File: config.mk
export PLATFORM = sky130hd
export DESIGN_NAME = reg_bank_arbiter
export DESIGN_NICKNAME = d
export VERILOG_FILES = /design/src/rtl/reg_bank_arbiter.sv
export SDC_FILE = /design/constraint.sdc
export NUM_CORES = 1
export LEC_CHECK = 0
export ABC_AREA = 1
export CAP_MARGIN = 25
export CORE_UTILIZATION = 45
export CTS_CLUSTER_DIAMETER = 30
export DETAILED_ROUTE_END_ITERATION = 10
export PLACE_DENSITY = 0.68
export SLEW_MARGIN = 5
export SYNTH_ARGS = -nofsm -noshare
export SYNTH_HDL_FRONTEND = slang
export SYNTH_SLANG_ARGS = --single-unit
File: constraint.sdc
create_clock -name Clock -period 3.3 [get_ports Clock]
set_clock_uncertainty 0.05 [all_clocks]
set_input_delay 0.825 -clock Clock [delete_from_list [all_inputs] [get_ports Clock]]
set_output_delay 0.825 -clock Clock [all_outputs]
set_load 0.02 [all_outputs]
File: src/rtl/reg_bank_arbiter.sv
// reg_bank_arbiter: round-robin arbiter sharing a DEPTH x WIDTH flip-flop
// register bank between two requesters (A and B).
// Each requester issues single-word reads or writes. An IDLE state picks a
// winner, and a one-cycle XFER state performs the access.
module reg_bank_arbiter #(
  parameter int unsigned WIDTH = 8,
  parameter int unsigned DEPTH = 4,
  localparam int unsigned AW = (DEPTH > 1) ? $clog2(DEPTH) : 1
) (
  input  logic             Clock,
  input  logic             Resetn,
  input  logic             ReqA,
  input  logic             ReqB,
  input  logic             WrA,
  input  logic             WrB,
  input  logic [AW-1:0]    AddrA,
  input  logic [AW-1:0]    AddrB,
  input  logic [WIDTH-1:0] DataA,
  input  logic [WIDTH-1:0] DataB,
  output logic             GntA,
  output logic             GntB,
  output logic [WIDTH-1:0] RdData,
  output logic             RdValid,
  output logic             RdOwner,
  output logic             Busy
);

  typedef enum logic [1:0] {
    IDLE,
    XFER_A,
    XFER_B
  } state_e;

  state_e           state_q, state_d;
  logic             last_q, last_d;        // requester served last: 0 = A, 1 = B
  logic             pick_b;
  logic             cmd_wr_q, cmd_wr_d;
  logic [AW-1:0]    cmd_addr_q, cmd_addr_d;
  logic [WIDTH-1:0] cmd_data_q, cmd_data_d;
  logic [WIDTH-1:0] bank_q [DEPTH];
  logic [WIDTH-1:0] bank_d [DEPTH];
  logic [WIDTH-1:0] rd_data_q, rd_data_d;
  logic             rd_valid_q, rd_valid_d;
  logic             rd_owner_q, rd_owner_d;

  // Arbitration and sequencing: pick a winner in IDLE, latch its command,
  // and always return to IDLE after one XFER cycle.
  always_comb begin
    state_d    = state_q;
    last_d     = last_q;
    cmd_wr_d   = cmd_wr_q;
    cmd_addr_d = cmd_addr_q;
    cmd_data_d = cmd_data_q;
    // B wins if it is the only requester, or on contention when A went last.
    pick_b     = ReqB && (!ReqA || !last_q);
    case (state_q)
      IDLE: begin
        if (pick_b) begin
          state_d    = XFER_B;
          last_d     = 1'b1;
          cmd_wr_d   = WrB;
          cmd_addr_d = AddrB;
          cmd_data_d = DataB;
        end else if (ReqA) begin
          state_d    = XFER_A;
          last_d     = 1'b0;
          cmd_wr_d   = WrA;
          cmd_addr_d = AddrA;
          cmd_data_d = DataA;
        end
      end
      XFER_A, XFER_B: state_d = IDLE;
      default:        state_d = IDLE;
    endcase
  end

  // Bank access at the edge that ends an XFER cycle; read results are held until the next read.
  always_comb begin
    bank_d     = bank_q;
    rd_data_d  = rd_data_q;
    rd_valid_d = 1'b0;
    rd_owner_d = rd_owner_q;
    if (state_q != IDLE) begin
      if (cmd_wr_q) begin
        bank_d[cmd_addr_q] = cmd_data_q;
      end else begin
        rd_data_d  = bank_q[cmd_addr_q];
        rd_valid_d = 1'b1;
        rd_owner_d = (state_q == XFER_B);
      end
    end
  end

  // State, command and bank registers, cleared asynchronously.
  always_ff @(posedge Clock or negedge Resetn) begin
    if (!Resetn) begin
      state_q    <= IDLE;
      last_q     <= 1'b1;
      cmd_wr_q   <= 1'b0;
      cmd_addr_q <= '0;
      cmd_data_q <= '0;
      bank_q     <= '{default: '0};
      rd_data_q  <= '0;
      rd_valid_q <= 1'b0;
      rd_owner_q <= 1'b0;
    end else begin
      state_q    <= state_d;
      last_q     <= last_d;
      cmd_wr_q   <= cmd_wr_d;
      cmd_addr_q <= cmd_addr_d;
      cmd_data_q <= cmd_data_d;
      bank_q     <= bank_d;
      rd_data_q  <= rd_data_d;
      rd_valid_q <= rd_valid_d;
      rd_owner_q <= rd_owner_d;
    end
  end

  // Grants are decoded from the state register, so they are registered and
  // drop as soon as reset forces IDLE.
  assign GntA    = (state_q == XFER_A);
  assign GntB    = (state_q == XFER_B);
  assign Busy    = (state_q != IDLE);
  assign RdData  = rd_data_q;
  assign RdValid = rd_valid_q;
  assign RdOwner = rd_owner_q;

endmodule
==> metrics.txt, run 1 <==
# TYPE chip_impl_metric gauge
chip_impl_metric{name="die_y",unit="µm"} 79.6
chip_impl_metric{name="cp_max_fo",unit=""} 3
chip_impl_info{name="final_cell_mix",value="sky130_fd_sc_hd__nand2_1 (168), sky130_fd_sc_hd__dfrtp_1 (55), sky130_fd_sc_hd__clkdlybuf4s50_1 (37), sky130_fd_sc_hd__o21ai_1 (23), sky130_fd_sc_hd__inv_1 (22)"} 1
chip_impl_metric{name="yosysSeqAreaShare",unit="%"} 51.8
chip_impl_metric{name="power.static_leakage",unit="nW"} 1.68
chip_impl_metric{name="wirelength_met1",unit="µm"} 2500
chip_impl_metric{name="totalNegativeSetupSlack",unit="ps"} 0
chip_impl_info{name="mostFrequentLayoutCell",value="sky130_fd_sc_hd__nand2_1"} 1
chip_impl_metric{name="core_area",unit="µm²"} 5640
chip_impl_metric{name="starting_density",unit="%"} 48.0
chip_impl_metric{name="path_clk_slew",unit="ps"} 90
chip_impl_metric{name="timing.max_slew.rel_slack",unit="%"} 58.4
chip_impl_metric{name="final-hold-violation-count",unit=""} 0
chip_impl_metric{name="power_per_cell_area",unit="nW/µm²"} 845
chip_impl_metric{name="setup_viol",unit=""} 0
chip_impl_metric{name="power.total",unit="mW"} 2.68
chip_impl_metric{name="number_of_global_route_vias_before_repair",unit=""} 1860
chip_impl_metric{name="drt_first_pass_iters",unit=""} 4
chip_impl_metric{name="synthesis.instances",unit=""} 335
chip_impl_metric{name="fmax",unit="MHz"} 416
chip_impl_metric{name="number_of_gates_resized_after_cts",unit=""} 0
chip_impl_metric{name="post-route-drc-count",unit=""} 0
chip_impl_metric{name="drt_iter0_markers",unit=""} 134
chip_impl_metric{name="arrival",unit="ps"} 1530
chip_impl_metric{name="initial_antenna_violation_count",unit=""} 0
chip_impl_metric{name="mappedNetlistArea",unit="µm²"} 2710
chip_impl_metric{name="grtUsageTotal",unit="%"} 18.0
chip_impl_metric{name="synth.yosys.warnings",unit=""} 0
chip_impl_metric{name="finish.instance_area",unit="µm²"} 3170
chip_impl_metric{name="grt_pass1_wl",unit="µm"} 8740
chip_impl_metric{name="max_cap_violations",unit=""} 0
chip_impl_metric{name="layout-area-overhead-vs-synth",unit="%"} 17.1
chip_impl_metric{name="report.final.slew_viol_count",unit=""} 0
chip_impl_info{name="critical_path.startpoint_type",value="flip-flop"} 1
chip_impl_metric{name="synth_nets",unit=""} 361
chip_impl_metric{name="worst-slew-pin-transition",unit="ps"} 623
chip_impl_metric{name="cts-root-to-sink-buffers",unit=""} 2
chip_impl_metric{name="final_critical_path_setup_slack",unit="ps"} 895
chip_impl_metric{name="detailed_place.area",unit="µm²"} 3090
chip_impl_metric{name="dieWidth",unit="µm"} 79.6
chip_impl_metric{name="clkLatencyLatePin",unit="ps"} 300
chip_impl_metric{name="post_drt_via_cell_ratio",unit=""} 4.60
chip_impl_metric{name="final_cell_count_no_fill",unit=""} 444
chip_impl_metric{name="routed_wirelength",unit="µm"} 4930
chip_impl_metric{name="cts_inserted_buffers",unit=""} 5
chip_impl_info{name="timing.setup.critical_path_class",value="reg2out"} 1
chip_impl_metric{name="detail-route-antenna-nets",unit=""} 0
chip_impl_info{name="min_path_type",value="in2async"} 1
chip_impl_metric{name="holdWs",unit="ps"} 260
chip_impl_metric{name="drive_gt1_share",unit="%"} 12.6
chip_impl_metric{name="crit_share_post_route",unit="%"} 72.9
chip_impl_info{name="critPathCaptureType",value="primary output"} 1
chip_impl_metric{name="placement.io_buffers",unit=""} 38
chip_impl_metric{name="detailedPlacementHpwl",unit="µm"} 3370
chip_impl_metric{name="worst_ir_drop_vdd",unit="V"} 0.000330
chip_impl_metric{name="nets",unit=""} 397
chip_impl_metric{name="dr_wl_met2",unit="µm"} 2130
chip_impl_info{name="tritoncts",value="done"} 1
chip_impl_metric{name="post_drt_wl_per_cell",unit="µm"} 11.1
chip_impl_info{name="cts_root_buffer",value="sky130_fd_sc_hd__clkbuf_8"} 1
chip_impl_metric{name="grt-ovfl-total",unit=""} 0
chip_impl_metric{name="row_count",unit=""} 27
chip_impl_metric{name="place_worst_setup_slack",unit="ps"} 988
chip_impl_metric{name="cts_hold_buf",unit=""} 0
chip_impl_metric{name="yosys.cell_types.count",unit=""} 18
chip_impl_metric{name="final_core_utilization",unit="%"} 56.2
chip_impl_metric{name="place_inst",unit=""} 436
chip_impl_metric{name="place.gp.congestion",unit=""} 0.740
chip_impl_metric{name="route.vias.total",unit=""} 2041
chip_impl_metric{name="design.die.area",unit="µm²"} 6330
chip_impl_metric{name="worstPathRequired",unit="ps"} 2420
chip_impl_metric{name="routed-wl-met3",unit="µm"} 231
chip_impl_metric{name="timing.final.crit_period",unit="ps"} 2400
chip_impl_metric{name="synth.ff_latch_count",unit=""} 56
chip_impl_metric{name="io_pins",unit=""} 39
chip_impl_metric{name="clock_sink_count",unit=""} 56
chip_impl_metric{name="antenna-diode-count",unit=""} 0
chip_impl_metric{name="cts_post_setup_buffers_inserted",unit=""} 0
chip_impl_info{name="top_layer_used",value="met4"} 1
chip_impl_metric{name="htree_levels",unit=""} 2
chip_impl_metric{name="grt_max_degree",unit=""} 31
chip_impl_info{name="rsz0062_at_grt",value="no"} 1
chip_impl_info{name="outcome",value="complete, no violations"} 1
chip_impl_metric{name="syn_avg_cell_area",unit="µm²"} 8.08
-- synthesized netlist by cell type (all sizes together) --
cell / n / share of area, %
nand2: 173 / 25
dfrtp: 55 / 51
o21ai: 44 / 11
inv: 27 / 3.7
nor2: 22 / 4.3
buf: 12 / 3.9
a21oi: 1 / 0.18
dfstp: 1 / 0.97
-- sequential cells by signal (all words and copies together), names as in the netlist --
name and flops:
bank_q 32, last_q 1, cmd_wr_q 1, cmd_addr_q 2, state_q 2, cmd_data_q 8
RdData 8, RdOwner 1, RdValid 1
-- cell families after synthesis --
kind of cell	after synthesis	synth area share, %
flops	56	51.8
compound gates	45	11.1
simple gates	195	29.5
buf+inv	39	7.62
-- report_power, final --
part           total, mW  switching (mW)  internal (mW)
Clock              0.356           0.206          0.150
Sequential          1.16           0.183          0.975
Combinational       1.17           0.736          0.431
Total               2.68            1.13           1.56
-- worst paths after layout --
kind	start	to	slack, ps	cells after the start
setup / recovery	state_q[1]	GntB	900	3
hold / removal	Resetn	bank_q[1]	260	1
setup reg to reg	cmd_addr_q[1]	bank_q[10]	1680	5
hold reg to reg	RdData[5]	RdData[5]	430	2
max in group asynchronous	Resetn	last_q	2340	2
min in group Clock	RdData[5]	RdData[5]	430	2
-- routing by layer --
layer / up-vias / global-route usage (%)
li1: 1094 / -
met1: 889 / 24.9
met2: 52 / 28.2
met3: 6 / 3.77
met4: 0 / 5.45
met5: - / 0
-- layout make-up --
cell class / count / area [µm²]
Multi-Input combinational cell: 240 / 1100
Inverter: 27 / 101
Clock inverter: 1 / 5.00
Tap cell: 72 / 90.1
Timing Repair Buffer: 41 / 398
Fill cell: 543 / 2470
Sequential cell: 56 / 1400
Clock buffer: 7 / 76.3
-- worst max-delay path, stage by stage, from the launching register on --
cell and delay (ps):
sky130_fd_sc_hd__dfrtp_1 410, sky130_fd_sc_hd__inv_1 80, sky130_fd_sc_hd__nor2_1 120, sky130_fd_sc_hd__clkdlybuf4s50_1 620
Note: power is estimated with default switching activity, not from simulation.
==> run 2, diff against run 1 <==
- clock period: 3.3 -> 2.3 ns (I/O delays scaled with it)
==> run 2 against run 1 <==
Net effect: first-iteration DRC count decreased by 17%; die area unchanged; core utilization increased by 1.0 points; register-to-register slack got worse by 910 ps; non-clock buffer count increased by 2; global-route usage increased by 0.24 points; sequential share of layout area decreased by 0.79 points; count of clock-buffer cells in the layout decreased by 2; wire length decreased by 1.2%; combinational power increased by 45%; largest power group unchanged.
==> metrics.txt, run 2 (same netlist as run 1, synthesis figures left out) <==
# TYPE chip_impl_metric gauge
chip_impl_metric{name="clock_sink_count",unit=""} 56
chip_impl_metric{name="cp_num_buf_inv",unit=""} 2
chip_impl_metric{name="nets",unit=""} 399
chip_impl_metric{name="worst_ir_drop_vdd",unit="V"} 0.000490
chip_impl_metric{name="final_core_utilization",unit="%"} 57.2
chip_impl_metric{name="number_of_gates_resized_after_cts",unit=""} 0
chip_impl_metric{name="fillCellCount",unit=""} 530
chip_impl_metric{name="setup_viol",unit=""} 0
chip_impl_info{name="timing.setup.critical_path_class",value="reg2out"} 1
chip_impl_metric{name="grtUsageTotal",unit="%"} 18.2
chip_impl_metric{name="place.gp.congestion",unit=""} 0.760
chip_impl_metric{name="place_worst_setup_slack",unit="ps"} 470
chip_impl_metric{name="combPwrFrac",unit="%"} 42.7
chip_impl_info{name="path_cells",value="inv_1, nor2_1, clkdlybuf4s50_1"} 1
chip_impl_info{name="worst_path_slowest_cell",value="sky130_fd_sc_hd__clkdlybuf4s50_1"} 1
chip_impl_metric{name="grt-ovfl-total",unit=""} 0
chip_impl_metric{name="core_area",unit="µm²"} 5640
chip_impl_metric{name="cts-root-to-sink-buffers",unit=""} 2
chip_impl_metric{name="grt_pass1_wl",unit="µm"} 8960
chip_impl_metric{name="report.final.slew_viol_count",unit=""} 0
chip_impl_info{name="outcome",value="complete, no violations"} 1
chip_impl_metric{name="timing.max_slew.rel_slack",unit="%"} 67.6
chip_impl_metric{name="detail-route-antenna-nets",unit=""} 0
chip_impl_metric{name="route.vias.total",unit=""} 2049
chip_impl_metric{name="fmax",unit="MHz"} 464
chip_impl_metric{name="post_drt_wl_per_cell",unit="µm"} 10.9
chip_impl_metric{name="max_cap_violations",unit=""} 0
chip_impl_info{name="timing.critical_path.max_delay_family",value="buffers and inverters"} 1
chip_impl_metric{name="p_switching",unit="mW"} 1.62
chip_impl_metric{name="routed_wirelength",unit="µm"} 4870
chip_impl_metric{name="row_count",unit=""} 27
chip_impl_metric{name="clkPwrFrac",unit="%"} 15.9
chip_impl_metric{name="path_clk_slew",unit="ps"} 100
chip_impl_metric{name="layout-area-overhead-vs-synth",unit="%"} 19.3
chip_impl_info{name="rsz0062_at_grt",value="no"} 1
chip_impl_metric{name="drt_first_pass_iters",unit=""} 4
chip_impl_metric{name="htree_levels",unit=""} 2
chip_impl_info{name="final_cell_mix",value="sky130_fd_sc_hd__nand2_1 (168), sky130_fd_sc_hd__dfrtp_1 (55), sky130_fd_sc_hd__clkdlybuf4s50_1 (37), sky130_fd_sc_hd__o21ai_1 (23), sky130_fd_sc_hd__inv_1 (22)"} 1
chip_impl_info{name="max_flop_register",value="bank_q"} 1
chip_impl_metric{name="antenna-diode-count",unit=""} 0
chip_impl_metric{name="internal_power_component",unit="mW"} 2.36
chip_impl_info{name="cts_root_buffer",value="sky130_fd_sc_hd__clkbuf_8"} 1
chip_impl_metric{name="drive_gt1_share",unit="%"} 13.6
chip_impl_metric{name="grt_max_degree",unit=""} 57
chip_impl_info{name="critPathCaptureType",value="primary output"} 1
chip_impl_metric{name="die_y",unit="µm"} 79.6
chip_impl_metric{name="final_critical_path_setup_slack",unit="ps"} 146
chip_impl_metric{name="number_of_global_route_vias_before_repair",unit=""} 1960
chip_impl_metric{name="flip_flop_count_of_the_largest_register_all_copies_and_words_added",unit=""} 32
chip_impl_metric{name="timing.final.crit_period",unit="ps"} 2150
chip_impl_metric{name="starting_density",unit="%"} 48.0
chip_impl_metric{name="power.static_leakage",unit="nW"} 1.70
chip_impl_metric{name="critPathMaxStageDelay",unit="ps"} 610
chip_impl_metric{name="cts_hold_buf",unit=""} 0
chip_impl_metric{name="sequentialPowerShare",unit="%"} 41.4
chip_impl_metric{name="placement.io_buffers",unit=""} 38
chip_impl_metric{name="worst-slew-pin-transition",unit="ps"} 486
chip_impl_metric{name="final-hold-violation-count",unit=""} 0
chip_impl_info{name="tritoncts",value="done"} 1
chip_impl_metric{name="finish.instance_area",unit="µm²"} 3230
chip_impl_metric{name="io_pins",unit=""} 39
chip_impl_metric{name="post_drt_via_cell_ratio",unit=""} 4.59
chip_impl_metric{name="worstPathRequired",unit="ps"} 1670
chip_impl_info{name="min_path_type",value="in2async"} 1
chip_impl_metric{name="totalNegativeSetupSlack",unit="ps"} 0
chip_impl_metric{name="cts_post_setup_buffers_inserted",unit=""} 0
chip_impl_metric{name="clkLatencyLatePin",unit="ps"} 310
chip_impl_metric{name="power.switching_fraction",unit="%"} 40.7
chip_impl_metric{name="drt_iter0_markers",unit=""} 111
chip_impl_metric{name="detailed_place.area",unit="µm²"} 3120
chip_impl_metric{name="power_per_cell_area",unit="nW/µm²"} 1230
chip_impl_metric{name="holdWs",unit="ps"} 201
chip_impl_metric{name="cp_max_fo",unit=""} 3
chip_impl_metric{name="cts_inserted_buffers",unit=""} 5
chip_impl_metric{name="post-route-drc-count",unit=""} 0
chip_impl_metric{name="dieWidth",unit="µm"} 79.6
chip_impl_info{name="critical_path.startpoint_type",value="flip-flop"} 1
chip_impl_metric{name="arrival",unit="ps"} 1530
chip_impl_metric{name="design.die.area",unit="µm²"} 6330
chip_impl_metric{name="initial_antenna_violation_count",unit=""} 0
chip_impl_metric{name="detailedPlacementHpwl",unit="µm"} 3430
chip_impl_metric{name="crit_share_post_route",unit="%"} 93.6
chip_impl_info{name="mostFrequentLayoutCell",value="sky130_fd_sc_hd__nand2_1"} 1
[run 2: cell types whose count changed in the layout (fill, tap and decap cells not counted), sizes merged]
cell	change
buf	+2
bufinv	+1
clkbuf	-2
clkinvlp	+1
[run 2: layer usage]
layer	share of wire, %	global-route usage, %	wire length, µm
met1	50	25.1	2420
met2	44	28.7	2150
met3	4.1	3.20	200
met5	0	0	0
met4	2.0	6.73	99
[run 2: power by group through the flow]
stage                     sequential (mW)  clock [mW]  combinational [mW]
after floorplan                      1.67           0                1.27
after global routing                 1.71       0.689                1.95
after CTS                            1.65       0.655                1.73
after global placement               1.65           0                1.70
after detailed placement             1.67           0                1.72
final                                1.65       0.633                1.70
[run 2: worst reg2reg max path, cell delays in order, from the launching register on]
cell and delay (ps):
sky130_fd_sc_hd__dfrtp_1 660, sky130_fd_sc_hd__inv_2 220, sky130_fd_sc_hd__nor2_2 170, sky130_fd_sc_hd__nand2_4 160, sky130_fd_sc_hd__nand2_1 120, sky130_fd_sc_hd__o21ai_2 50
[run 2: path summary, 6_finish.rpt]
| path | from | end | slack (ps) | depth (start not counted) |
|---|---|---|---|---|
| max in group asynchronous | Resetn | last_q | 1710 | 2 |
| worst min-delay path | Resetn | bank_q[26] | 200 | 2 |
| worst max register to register | cmd_addr_q[1] | bank_q[10] | 770 | 5 |
| min in group Clock | RdOwner | RdOwner | 430 | 2 |
| worst min register to register | RdOwner | RdOwner | 430 | 2 |
| worst max-delay path | state_q[1] | GntB | 150 | 3 |
[run 2: cell type report]
type | count | area [µm²] | share of cell area (%)
flip-flops and latches | 56 | 1400 | 43.4
well taps | 72 | 90.1 | 2.79
inverters | 27 | 101 | 3.14
repair buffers | 43 | 425 | 13.2
clock inverters | 3 | 42.5 | 1.32
clock buffers | 5 | 68.8 | 2.13
multi-input cells | 240 | 1100 | 34.0
[run 2: metrics by stage]
| step | instances | total power [mW] |
|---|---|---|
| 4_1_cts | 446 | 4.04 |
| 3_5_place_dp | 438 | 3.39 |
| 5_1_grt | 446 | 4.34 |
| 6_report | 446 | 3.98 |
| 3_3_place_gp | 438 | 3.34 |
| 2_1_floorplan | 335 | 2.94 |
==> run 3, diff against run 2 <==
- CTS_CLUSTER_DIAMETER: 30 -> 40
==> results of run 3 <==
Same layout as run 2: the final DEF is identical, and so are final timing and power.
